[src/rtl/serial_adder_pkg.sv]
// Shared types and constants for the bit-serial adder.
// Optional signed-overflow output is enabled with SERIAL_ADDER_OVF_EN.
package serial_adder_pkg;

   localparam int unsigned DEFAULT_WIDTH = 8;

   typedef enum logic [1:0] {
      IDLE  = 2'd0,
      SHIFT = 2'd1,
      DONE  = 2'd2
   } state_e;

endpackage

[src/rtl/serial_adder_if.sv]
// Request/result bundle of the bit-serial adder.
// The ovf signal exists only when SERIAL_ADDER_OVF_EN is defined.
interface serial_adder_if
   import serial_adder_pkg::*;
#(
   parameter int unsigned WIDTH = DEFAULT_WIDTH
) ();

   logic             start;
   logic [WIDTH-1:0] a;
   logic [WIDTH-1:0] b;
   logic             cin;
   logic             busy;
   logic             done;
   logic [WIDTH-1:0] sum;
   logic             cout;
`ifdef SERIAL_ADDER_OVF_EN
   logic             ovf;

   modport master (output start, a, b, cin, input busy, done, sum, cout, ovf);
   modport slave  (input start, a, b, cin, output busy, done, sum, cout, ovf);
`else
   modport master (output start, a, b, cin, input busy, done, sum, cout);
   modport slave  (input start, a, b, cin, output busy, done, sum, cout);
`endif

endinterface

[src/rtl/bit_full_adder.sv]
// One-bit combinational full adder driven by serial_adder.
module bit_full_adder (
   input  logic inA,
   input  logic inB,
   input  logic cin,
   output logic sum,
   output logic cout
);

   assign sum  = inA ^ inB ^ cin;
   assign cout = (inA & inB) | (cin & (inA ^ inB));

endmodule

[src/rtl/serial_adder.sv]
// Bit-serial WIDTH-bit adder: one full-adder step per clock, LSB first.
// Define SERIAL_ADDER_OVF_EN to add the signed-overflow output.
module serial_adder
   import serial_adder_pkg::*;
#(
   parameter int unsigned WIDTH = DEFAULT_WIDTH
) (
   input  logic          clk,
   input  logic          rst,
   serial_adder_if.slave bus
);

   localparam int unsigned     CntW    = (WIDTH > 1) ? $clog2(WIDTH) : 1;
   localparam logic [CntW-1:0] CntLast = CntW'(WIDTH - 1);

   state_e           r_state, w_state_d;
   logic [WIDTH-1:0] r_sh_a, w_sh_a_d;
   logic [WIDTH-1:0] r_sh_b, w_sh_b_d;
   logic [WIDTH-1:0] r_sum, w_sum_d;
   // Only the upper WIDTH-1 result bits are ever needed again.
   logic [WIDTH-2:0] r_res, w_res_d;
   logic [CntW-1:0]  r_cnt, w_cnt_d;
   logic             r_carry, w_carry_d;
   logic             r_cout, w_cout_d;
   logic             w_fa_sum, w_fa_cout;
   logic [WIDTH-1:0] w_res_full;
`ifdef SERIAL_ADDER_OVF_EN
   logic             r_ovf, w_ovf_d;
`endif

   bit_full_adder u_fa (
      .inA  (r_sh_a[0]),
      .inB  (r_sh_b[0]),
      .cin  (r_carry),
      .sum  (w_fa_sum),
      .cout (w_fa_cout)
   );

   assign w_res_full = {w_fa_sum, r_res};

   always_comb begin
      w_state_d = r_state;
      w_sh_a_d  = r_sh_a;
      w_sh_b_d  = r_sh_b;
      w_res_d   = r_res;
      w_cnt_d   = r_cnt;
      w_carry_d = r_carry;
      w_sum_d   = r_sum;
      w_cout_d  = r_cout;
`ifdef SERIAL_ADDER_OVF_EN
      w_ovf_d   = r_ovf;
`endif
      unique case (r_state)
         IDLE, DONE: begin
            if (bus.start) begin
               w_sh_a_d  = bus.a;
               w_sh_b_d  = bus.b;
               w_carry_d = bus.cin;
               w_cnt_d   = '0;
               w_res_d   = '0;
               w_state_d = SHIFT;
            end else begin
               w_state_d = IDLE;
            end
         end
         SHIFT: begin
            w_sh_a_d  = r_sh_a >> 1;
            w_sh_b_d  = r_sh_b >> 1;
            w_res_d   = w_res_full[WIDTH-1:1];
            w_carry_d = w_fa_cout;
            w_cnt_d   = r_cnt + CntW'(1);
            if (r_cnt == CntLast) begin
               w_sum_d   = w_res_full;
               w_cout_d  = w_fa_cout;
`ifdef SERIAL_ADDER_OVF_EN
               // r_carry is the carry into the MSB on the final step.
               w_ovf_d   = r_carry ^ w_fa_cout;
`endif
               w_state_d = DONE;
            end
         end
         default: w_state_d = IDLE;
      endcase
   end

   always_ff @(posedge clk) begin
      if (rst) begin
         r_state <= IDLE;
         r_sh_a  <= '0;
         r_sh_b  <= '0;
         r_res   <= '0;
         r_cnt   <= '0;
         r_carry <= 1'b0;
         r_sum   <= '0;
         r_cout  <= 1'b0;
`ifdef SERIAL_ADDER_OVF_EN
         r_ovf   <= 1'b0;
`endif
      end else begin
         r_state <= w_state_d;
         r_sh_a  <= w_sh_a_d;
         r_sh_b  <= w_sh_b_d;
         r_res   <= w_res_d;
         r_cnt   <= w_cnt_d;
         r_carry <= w_carry_d;
         r_sum   <= w_sum_d;
         r_cout  <= w_cout_d;
`ifdef SERIAL_ADDER_OVF_EN
         r_ovf   <= w_ovf_d;
`endif
      end
   end

   assign bus.busy = (r_state == SHIFT);
   assign bus.done = (r_state == DONE);
   assign bus.sum  = r_sum;
   assign bus.cout = r_cout;
`ifdef SERIAL_ADDER_OVF_EN
   assign bus.ovf  = r_ovf;
`endif

endmodule

[src/flat_wrapper.sv]
// flat-port wrapper written by rule: the top's interface ports become plain ports
module serial_adder_flat import serial_adder_pkg::*;
#(
   parameter int unsigned WIDTH = DEFAULT_WIDTH
)
  (clk, rst, bus_start, bus_a, bus_b, bus_cin, bus_busy, bus_done, bus_sum, bus_cout);
  serial_adder_if #(.WIDTH(WIDTH)) bus_i ();
  input  logic clk;
  input  logic rst;
  input wire logic [$bits(bus_i.start)-1:0] bus_start;
  input wire logic [$bits(bus_i.a)-1:0] bus_a;
  input wire logic [$bits(bus_i.b)-1:0] bus_b;
  input wire logic [$bits(bus_i.cin)-1:0] bus_cin;
  output wire logic [$bits(bus_i.busy)-1:0] bus_busy;
  output wire logic [$bits(bus_i.done)-1:0] bus_done;
  output wire logic [$bits(bus_i.sum)-1:0] bus_sum;
  output wire logic [$bits(bus_i.cout)-1:0] bus_cout;
  assign bus_i.start = bus_start;
  assign bus_i.a = bus_a;
  assign bus_i.b = bus_b;
  assign bus_i.cin = bus_cin;
  assign bus_busy = bus_i.busy;
  assign bus_done = bus_i.done;
  assign bus_sum = bus_i.sum;
  assign bus_cout = bus_i.cout;
  serial_adder #(.WIDTH(WIDTH)) u_core (.clk(clk), .rst(rst), .bus(bus_i));
endmodule
[config.mk]
export PLATFORM = sky130hd
export DESIGN_NAME = serial_adder_flat
export DESIGN_NICKNAME = d
export VERILOG_FILES = /design/src/rtl/serial_adder_pkg.sv /design/src/rtl/serial_adder_if.sv /design/src/rtl/bit_full_adder.sv /design/src/rtl/serial_adder.sv /design/src/flat_wrapper.sv
export SDC_FILE = /design/constraint.sdc
export NUM_CORES = 1
export LEC_CHECK = 0
export ABC_AREA = 1
export BUFFER_PORTS_ARGS = -buffer_cell sky130_fd_sc_hd__buf_2
export CORE_MARGIN = 2
export CORE_UTILIZATION = 50
export DETAILED_ROUTE_END_ITERATION = 6
export PLACE_DENSITY = 0.75
export SLEW_MARGIN = 15
export SYNTH_ARGS = -nofsm -noshare
export SYNTH_HDL_FRONTEND = slang
export SYNTH_SLANG_ARGS = --single-unit
[constraint.sdc]
create_clock -name clk -period 1.2 [get_ports clk]
set_input_delay 0.06 -clock clk [delete_from_list [all_inputs] [get_ports clk]]
set_output_delay 0.06 -clock clk [all_outputs]
set_load 0.01 [all_outputs]
==> metrics, run 1 <==
outcome=completed; Final ANT Viol Nets=0; first-pass GRT wire length=7020 um; Worst Hold Margin=0.0515 ns; WL final=4140 um; Num Clock Sinks=38; post-synthesis adder-cell area fraction=2.48%; slowest cell delay on critical path=roughly 0.4 ns; routability cong.=0.789; Overflow after GRT=0; cell family with the largest share of critical-path delay=flip-flops; final-report hold violation count=0; critical path class=reg -> out; Avg WL per Cell=between 10 and 15 um; Synth top area share=41.9%; number of global-route vias before repair=1590; Synth Instances=around 250; Fillers=292; IO Count=31; die span in y=64.3 um; Syn Nets=275; mean post-synth cell area=roughly 7 um2; fin area=approximately 2400 um2; Starting Density=around 53%; Synth area leader=dfxtp_1; layout cells sized above 1=28.3%; max_cap viols=0; Clock Tree Buf Depth=2; Post-synth top cells=nand2_1, nand3_1, dfxtp_1; largest net degree at the start of global routing=23; setup_tns=0 ns; main area contributors after synthesis=dfxtp_1, nand3_1, nand2_1; CTS H-tree depth=2; number of antenna violations at the first check in global routing=0; vias per inst=4.82; Die W=~64 um; Tot GR Track Use=a little over a fifth; Main synth FF type=dfxtp_1; Crit-path slowest cell=dfxtp_4; arrival time at the worst endpoint=roughly 1.1 ns; synthesis warning total=0; Post-synth ARST share=0%; RSZ-0062 raised after global routing=yes; Yosys reg bits=38; Max rail drop VDD=0.986 mV; Area after DPL=2070 um2; CTS buffer count=5; worst path bufs/invs=3; port bufs=30; Layout Skew=0.00740 ns; final cycle utilization of the critical path=98.4%; Max Slew Vio Count=0; crit start category=flip-flop; largest family of logic cells by synthesized area=simple AND/OR/NAND/NOR gates; total number of vias=1741; DR iter-0 viols=118; Area Growth Syn to Fin=33.8%; footprint of the multi-input gates=850 um2; mapped cell area=1820 um2; unique cell type count in the Yosys netlist=22; multiplexer area fraction after synthesis=0%; insertion delay to the later sink of the worst-skew pair=0.35 ns; worst min-delay path category=in -> reg; critical path required time=1.14 ns; CP Cell Sequence=inv_4 > nor2_4 > buf_6 > buf_6; pwr dens=1090 nW/um2; Critical Path Sink Type=output port; Reg area=slightly below 800 um2; final setup fails=0; CP dominant cell by count=buf_6; Final nets=337; die area=4130 um2; total core area=around 3400 um2; clk slew on worst S/H paths=roughly 0.12 ns; CP max FO=4; sequential cell area fraction in the yosys report=a little over two fifths; clk root buf=clkbuf_4; number of flops mapped to enable cells by yosys=0; ant diodes=0; Slew @ Worst Pin=0.187 ns; drt pass-1 iters=4; minimum clock period=1.18 ns; # rows=21; Compound-Gate Fraction of Synth Area=5.23%; Pleak=about 0.0012 uW; post-layout util=71.2%; count leader, synth=nand2_1; # DRC=0; fmax=847 MHz; non-filler instance count after layout=361; XOR/XNOR Fraction of Synth Area=0%; Slew HR=87.4%; CTS tree=done; dpl cells=between 300 and 400; dpl hpwl=between 2000 and 3000 um; Post-Synth Simple-Gate Area=36.3%
[state kept, by name, indices dropped and copies added, names as in the netlist]
register         cells
u_core.bus.sum       8
u_core.r_sh_a        8
u_core.r_sh_b        8
u_core.r_res         7
u_core.r_cnt         3
u_core.r_state       2
u_core.bus.cout      1
u_core.r_carry       1
[area by class of cell]
cell class	instances	area share [%]
Multi-Input combinational cell	165	34.9
Sequential cell	38	31.7
Timing Repair Buffer	69	22.8
Inverter	35	5.61
Tap cell	46	2.37
Clock buffer	6	2.11
Clock inverter	2	0.515
[cells in the final DEF, fill, tap and decap left out]
master	synthesis	final
buf_2	5	28
clkinvlp_4	0	1
nand3_2	0	2
clkbuf_8	0	1
inv_4	1	2
dlygate4sd3_1	0	17
dfxtp_4	0	1
fa_2	0	1
a21oi_2	4	5
buf_12	0	3
dfxtp_1	38	33
inv_2	1	1
nand2_2	7	7
nor2_4	1	2
clkinv_2	0	1
ha_2	0	1
buf_6	5	7
ha_1	2	1
nor3_1	15	14
nand3_1	48	46
nor3_2	0	1
nor2_1	16	15
nand2_4	0	2
nand3b_1	3	3
a21oi_1	11	10
dfxtp_2	0	4
o21ai_0	1	1
inv_1	32	32
nand2_1	55	54
buf_4	3	14
clkbuf_4	0	5
[timing repair]
item                                    CTS  global route
endpoints found under the hold margin    17             0
gates cloned                              1             0
hold buffers                             17             0
gates resized for setup                   9            17
pin swaps                                 2             4
setup buffers                             3             3
endpoints found under the setup margin   13            23
[per-layer routing]
layer,global-route usage (%),routed length [um],up-vias
met5,0,0,-
met4,6.38,57,0
met3,6.51,166,7
met2,36.6,2000,38
met1,27.0,1920,775
li1,-,-,921
[final timing paths]
kind | depth (start not counted) | slack (ns) | from | to
worst min register to register | 2 | 0.47 | u_core.bus.sum[6] | u_core.bus.sum[6]
worst max register to register | 3 | 0.04 | u_core.r_carry | u_core.r_res[6]
worst max-delay path | 4 | 0.02 | u_core.r_state[0] | bus_busy
worst min-delay path | 4 | 0.05 | rst | u_core.r_state[1]
[tightest hold or removal path: stages]
cell and delay (ns):
buf_2 0.09, inv_1 0.06, nand3_2 0.10, inv_4 0.06
[cells by family (layout without fill, tap and decap cells)]
family / after synthesis / count (layout)
AO/OA/AOI/OAI: 16 / 16
adder cells (fa/ha/maj): 3 / 3
buffers and inverters: 50 / 112
flip-flops: 38 / 38
AND/OR/NAND/NOR: 145 / 146
[stage by stage]
step                worst slack (ns)  total power (uW)
floorplan                     0.0129              1730
global placement             -0.0109              1850
detailed placement           -0.0723              1860
CTS                          0.00676              2640
global route                 -0.0434              2820
finish                        0.0191              2660
[report_power, final]
| part | leakage, uW | total, uW | internal, uW | switching, uW |
|---|---|---|---|---|
| Clock | 0.0000343 | 715 | 282 | 433 |
| Combinational | 0.000862 | 572 | 279 | 293 |
| Sequential | 0.000313 | 1370 | 1330 | 34.3 |
(Power assumes the default switching activity.)
==> run 2: changes to the inputs <==
--- a/config.mk
+++ b/config.mk
@@ -6,7 +6,8 @@
 export NUM_CORES = 1
 export LEC_CHECK = 0
 export ABC_AREA = 1
-export BUFFER_PORTS_ARGS = -buffer_cell sky130_fd_sc_hd__buf_2
+export BUFFER_PORTS_ARGS = -buffer_cell sky130_fd_sc_hd__clkbuf_2
+export CORE_ASPECT_RATIO = 2
 export CORE_MARGIN = 2
 export CORE_UTILIZATION = 50
 export DETAILED_ROUTE_END_ITERATION = 6
==> run 2 against run 1 <==
Net effect: clock power increased by 50%; sequential cell count unchanged; hold slack got worse by 0.050 ns; largest cell class unchanged; combinational power decreased by 8.9%; total power increased by 11%; count of clock-buffer cells in the layout decreased by 1; sequential share of layout area increased by 1.4 points.
==> metrics, run 2 (synthesis gave the netlist of run 1 again) <==
CTS buffer count=5 (unchanged); fmax=846 MHz (-0.15%); arrival time at the worst endpoint=1.40 ns (+0.28 ns); Final nets=323 (-4.2%); crit start category=flip-flop; Slew @ Worst Pin=0.205 ns (+0.0178 ns); Num Clock Sinks=38 (unchanged); critical path class=reg -> reg; ant diodes=0 (unchanged); reg-to-reg startpoint=u_core.r_carry; Avg WL per Cell=12.4 um (+7.8%); CTS H-tree depth=2 (unchanged); final setup margin=0.0173 ns (-0.00179 ns); Place WS=-0.0581 ns (+0.0141 ns); max_cap viols=0 (unchanged); Reg-to-Reg End=u_core.r_res[6]; die span in y=89.2 um (+39%); final setup fails=0 (unchanged); reg2reg path depth=3 (unchanged); routability cong.=0.834 (+5.7%); clk root buf=clkbuf_8; Hold Crit Start=bus_a[4]; post-layout util=65.1% (-6.0 points); vias per inst=4.95 (+2.6%); number of global-route vias before repair=1684 (+5.9%); Area Growth Syn to Fin=28.0%; first-pass GRT wire length=7200 um (+2.5%); DR iter-0 viols=25 (-79%); setup_tns=0 ns (unchanged); Layout Skew=0.00958 ns (+0.00218 ns); port bufs=30 (unchanged); Max rail drop VDD=1.04 mV (+5.4%); worst hold path depth=3 (-1); Clock Tree Buf Depth=2 (unchanged); worst path bufs/invs=0 (-3); largest net degree at the start of global routing=30 (+30%); drt pass-1 iters=4 (unchanged); Fillers=354 (+21%); # rows=31 (+48%); outcome=completed; critical path required time=1.42 ns (+0.28 ns); cell family with the largest share of critical-path delay=adder cells; Tot GR Track Use=24.3% (+2.5 points); Starting Density=50.9% (-2.3 points); Slew HR=86.3% (-1.2 points); Pleak=0.00115 uW (-5.0%); final cycle utilization of the critical path=98.6% (+0.15 points); commonest non-fill, non-tap cell in the layout=nand2_1; RSZ-0062 raised after global routing=yes; Crit-path slowest cell=fa_2; die area=4160 um2 (+0.70%); dpl hpwl=2960 um (+13%); total core area=3570 um2 (+4.5%); Pwr Total=2960 uW (+11%); Max Slew Vio Count=0 (unchanged); insertion delay to the later sink of the worst-skew pair=0.30 ns (-0.05 ns); CTS tree=done; total number of vias=1732 (-0.52%); final-report hold violation count=0 (unchanged); slowest cell delay on critical path=0.60 ns (+0.20 ns); worst hold path endpoint=u_core.r_sh_a[4]; most frequent cells in the layout=nand2_1, nand3_1, dfxtp_1; worst min-delay path category=in -> reg; clk slew on worst S/H paths=0.08 ns (-0.04 ns); Overflow after GRT=0 (unchanged); CP max FO=2 (-2); number of antenna violations at the first check in global routing=0 (unchanged); Die W=46.6 um (-27%); pwr dens=1270 nW/um2 (+17%); layout cells sized above 1=28.9% (+0.65 points); CP Cell Sequence=fa_2 > nand2_2 > a21oi_2; # DRC=0 (unchanged); Critical Path Sink Type=flip-flop; IO Count=31 (unchanged); WL final=4330 um (+4.5%); minimum clock period=1.18 ns (+0.00179 ns); reg-to-reg setup timing slack=0.02 ns (-0.02 ns); Final ANT Viol Nets=0 (unchanged)
-- run 2: how the worst max path moves through the flow --
stage          slack (ns)                end  cells past startpoint            start
6_report             0.02    u_core.r_res[6]                      3   u_core.r_carry
5_1_grt             -0.03    u_core.r_res[6]                      3   u_core.r_carry
4_1_cts            0.0005    u_core.r_res[6]                      3   u_core.r_carry
3_5_place_dp        -0.06    u_core.bus.cout                      6  u_core.r_cnt[0]
2_1_floorplan        0.01  u_core.bus.sum[1]                      6  u_core.r_cnt[0]
3_3_place_gp        0.004  u_core.bus.sum[7]                      6  u_core.r_cnt[0]
-- run 2: repair_timing --
| item | 4_1_cts | 5_1_grt |
|---|---|---|
| cloned | 1 | 0 |
| hold endpoints to repair | 7 | 0 |
| resized for setup | 10 | 11 |
| hold buffers | 7 | 0 |
| setup buffers | 4 | 0 |
| pin swaps | 5 | 3 |
| setup endpoints to repair | 13 | 15 |
-- run 2: layout make-up --
class                      instances  area (um2)  share of cell area (%)
multi-input combinational        165         846                    36.4
sequential                        38         769                    33.1
timing repair buffer              55         404                    17.4
inverter                          35         135                    5.81
clock buffer                       5        68.8                    2.96
tap                               49        61.3                    2.64
clock inverter                     3        40.0                    1.72
-- run 2: worst register-to-register path, delay by kind of cell, from the launching register on --
kind | cells | cell delay (ns)
adder cells (fa/ha/maj) | 1 | 0.60
AND/OR/NAND/NOR | 1 | 0.06
AO/OA/AOI/OAI | 1 | 0.12
flip-flops | 1 | 0.33
-- run 2: per-layer routing --
layer | wire length, um | global-route usage (%) | up-vias
li1 | - | - | 890
met1 | 1630 | 24.4 | 785
met2 | 2350 | 42.8 | 36
met3 | 131 | 5.66 | 21
met4 | 217 | 14.6 | 0
met5 | 0 | 0 | -
-- run 2: metrics by stage --
step,std cells,hold slack [ns],cell area [um2]
CTS,350,0.000357,2290
floorplan,252,0.129,1820
global placement,330,0.293,2050
global route,350,0.0125,2320
detailed placement,330,0.294,2050
finish,350,0.00143,2320
-- run 2: power by group --
| part | switching [uW] | internal (uW) |
|---|---|---|
| logic | 287 | 234 |
| clock network | 461 | 612 |
| registers | 34.7 | 1330 |
| total | 782 | 2180 |
==> run 3: changes to the inputs <==
--- a/config.mk
+++ b/config.mk
@@ -6,12 +6,13 @@
 export NUM_CORES = 1
 export LEC_CHECK = 0
 export ABC_AREA = 1
-export BUFFER_PORTS_ARGS = -buffer_cell sky130_fd_sc_hd__clkbuf_2
 export CORE_ASPECT_RATIO = 2
 export CORE_MARGIN = 2
-export CORE_UTILIZATION = 50
+export CORE_UTILIZATION = 55
 export DETAILED_ROUTE_END_ITERATION = 6
-export PLACE_DENSITY = 0.75
+export DONT_BUFFER_PORTS = 1
+export PLACE_DENSITY = 0.73
+export SKIP_CTS_REPAIR_TIMING = 1
 export SLEW_MARGIN = 15
 export SYNTH_ARGS = -nofsm -noshare
 export SYNTH_HDL_FRONTEND = slang
==> run 3 against run 2 <==
Net effect: the run now ends with setup timing left; sequential cell count stayed put; hold slack improved by 0.15 ns; worst setup slack lost 0.048 ns; fmax fell by 3.9%; total power shrank 9.3%; largest cell class unchanged; largest power group unchanged.
==> metrics, run 3 (synthesis gave the netlist of run 1 again) <==
dpl hpwl=2690 um (-9.1%); die area=3810 um2 (-8.5%); number of global-route vias before repair=1560 (-7.4%); CTS H-tree depth=2 (unchanged); Overflow after GRT=0 (unchanged); CTS buffer count=5 (unchanged); CP max FO=3 (+1); Layout Skew=0.00601 ns (-0.00357 ns); insertion delay to the later sink of the worst-skew pair=0.29 ns (about the same); Max Slew Vio Count=0 (unchanged); arrival time at the worst endpoint=1.38 ns (-0.02 ns); Final nets=302 (-6.5%); Starting Density=57.6% (+6.6 points); fmax=813 MHz (-3.9%); final-report hold violation count=0 (unchanged); Tot GR Track Use=23.5% (-0.74 points); outcome=finished, violations left; RSZ-0062 raised after global routing=yes; Max rail drop VDD=1.14 mV (+10%); layout cells sized above 1=18.6% (-10 points); IO Count=31 (unchanged); vias per inst=5.31 (+7.3%); Slew HR=58.6% (-28 points); Slew @ Worst Pin=0.619 ns (+0.414 ns); Reg area=766 um2 (-0.49%); CTS tree=done; most frequent cells in the layout=nand2_1, nand3_1, dfxtp_1; routability cong.=0.827 (-0.86%); # DRC=0 (unchanged); Fillers=266 (-25%); clk slew on worst S/H paths=0.07 ns (about the same); drt pass-1 iters=6 (+2); critical path class=reg -> reg; final setup fails=1 (+1); Worst Hold Margin=0.152 ns (+0.150 ns); Critical Path Sink Type=flip-flop; max_cap viols=0 (unchanged); port bufs=0 (-100%); largest net degree at the start of global routing=33 (+10%); DR iter-0 viols=30 (+20%); first-pass GRT wire length=6670 um (-7.4%); WL final=4030 um (-6.9%); crit start category=flip-flop; Pleak=0.00102 uW (-11%); commonest non-fill, non-tap cell in the layout=nand2_1; # rows=29 (-6.5%); setup_tns=-0.0304 ns (-0.0304 ns); footprint of the multi-input gates=865 um2 (+2.2%); worst min-delay path category=in -> reg; final cycle utilization of the critical path=103% (+4.0 points); number of antenna violations at the first check in global routing=0 (unchanged); Area Growth Syn to Fin=22.2%; Num Clock Sinks=38 (unchanged); clk root buf=clkbuf_8; Clock Tree Buf Depth=2 (unchanged); final setup margin=-0.0304 ns (-0.0477 ns); Place WS=-0.0551 ns (+0.00305 ns); total core area=3160 um2 (-12%); total number of vias=1646 (-5.0%); Avg WL per Cell=13.0 um (+5.1%); Final ANT Viol Nets=0 (unchanged); critical path required time=1.35 ns (-0.07 ns); Pwr Total=2690 uW (-9.3%); die span in y=85.3 um (-4.4%); ant diodes=0 (unchanged); minimum clock period=1.23 ns (+0.0477 ns); Die W=44.6 um (-4.3%); pwr dens=1210 nW/um2 (-5.0%); failing checks=setup timing
-- run 3: area by class of cell --
class / instances / area share (%)
inverter: 35 / 6.20
clock buffer: 7 / 3.44
timing repair buffer: 35 / 15.2
sequential: 38 / 34.5
multi-input combinational: 164 / 39.0
tap: 31 / 1.75
-- run 3: through the flow --
stage	utilization (%)	cells	area, um2
finish	70.3	310	2220
global route	70.3	310	2220
CTS	61.9	291	1950
detailed placement	59.5	284	1880
global placement	59.5	284	1880
floorplan	-	252	1820
-- run 3: per-layer routing --
| metal | vias to the layer above | track usage, % | part of all wire (%) |
|---|---|---|---|
| li1 | 849 | - | - |
| met1 | 743 | 25.2 | 40 |
| met2 | 38 | 39.9 | 52 |
| met3 | 16 | 5.53 | 4.2 |
| met4 | 0 | 13.5 | 3.8 |
| met5 | - | 0 | 0 |
-- run 3: critical path: stages, from the launching register on --
cell and delay (ns):
dfxtp_2 0.34, ha_4 0.16, ha_4 0.16, buf_4 0.15, buf_4 0.13, nand3_1 0.10, a21oi_2 0.06
-- run 3: power breakdown --
part / switching (uW) / total, uW / internal (uW)
clock: 418 / 818 / 400
combinational: 277 / 500 / 223
sequential: 34.3 / 1370 / 1330
-- run 3: worst paths after layout --
check | from | endpoint | slack (ns) | depth (start not counted)
worst min register to register | u_core.r_res[4] | u_core.bus.sum[4] | 0.46 | 2
worst max register to register | u_core.r_cnt[0] | u_core.bus.cout | -0.03 | 6
worst max-delay path | u_core.r_cnt[0] | u_core.bus.cout | -0.03 | 6
worst min-delay path | bus_start | u_core.r_state[0] | 0.15 | 3
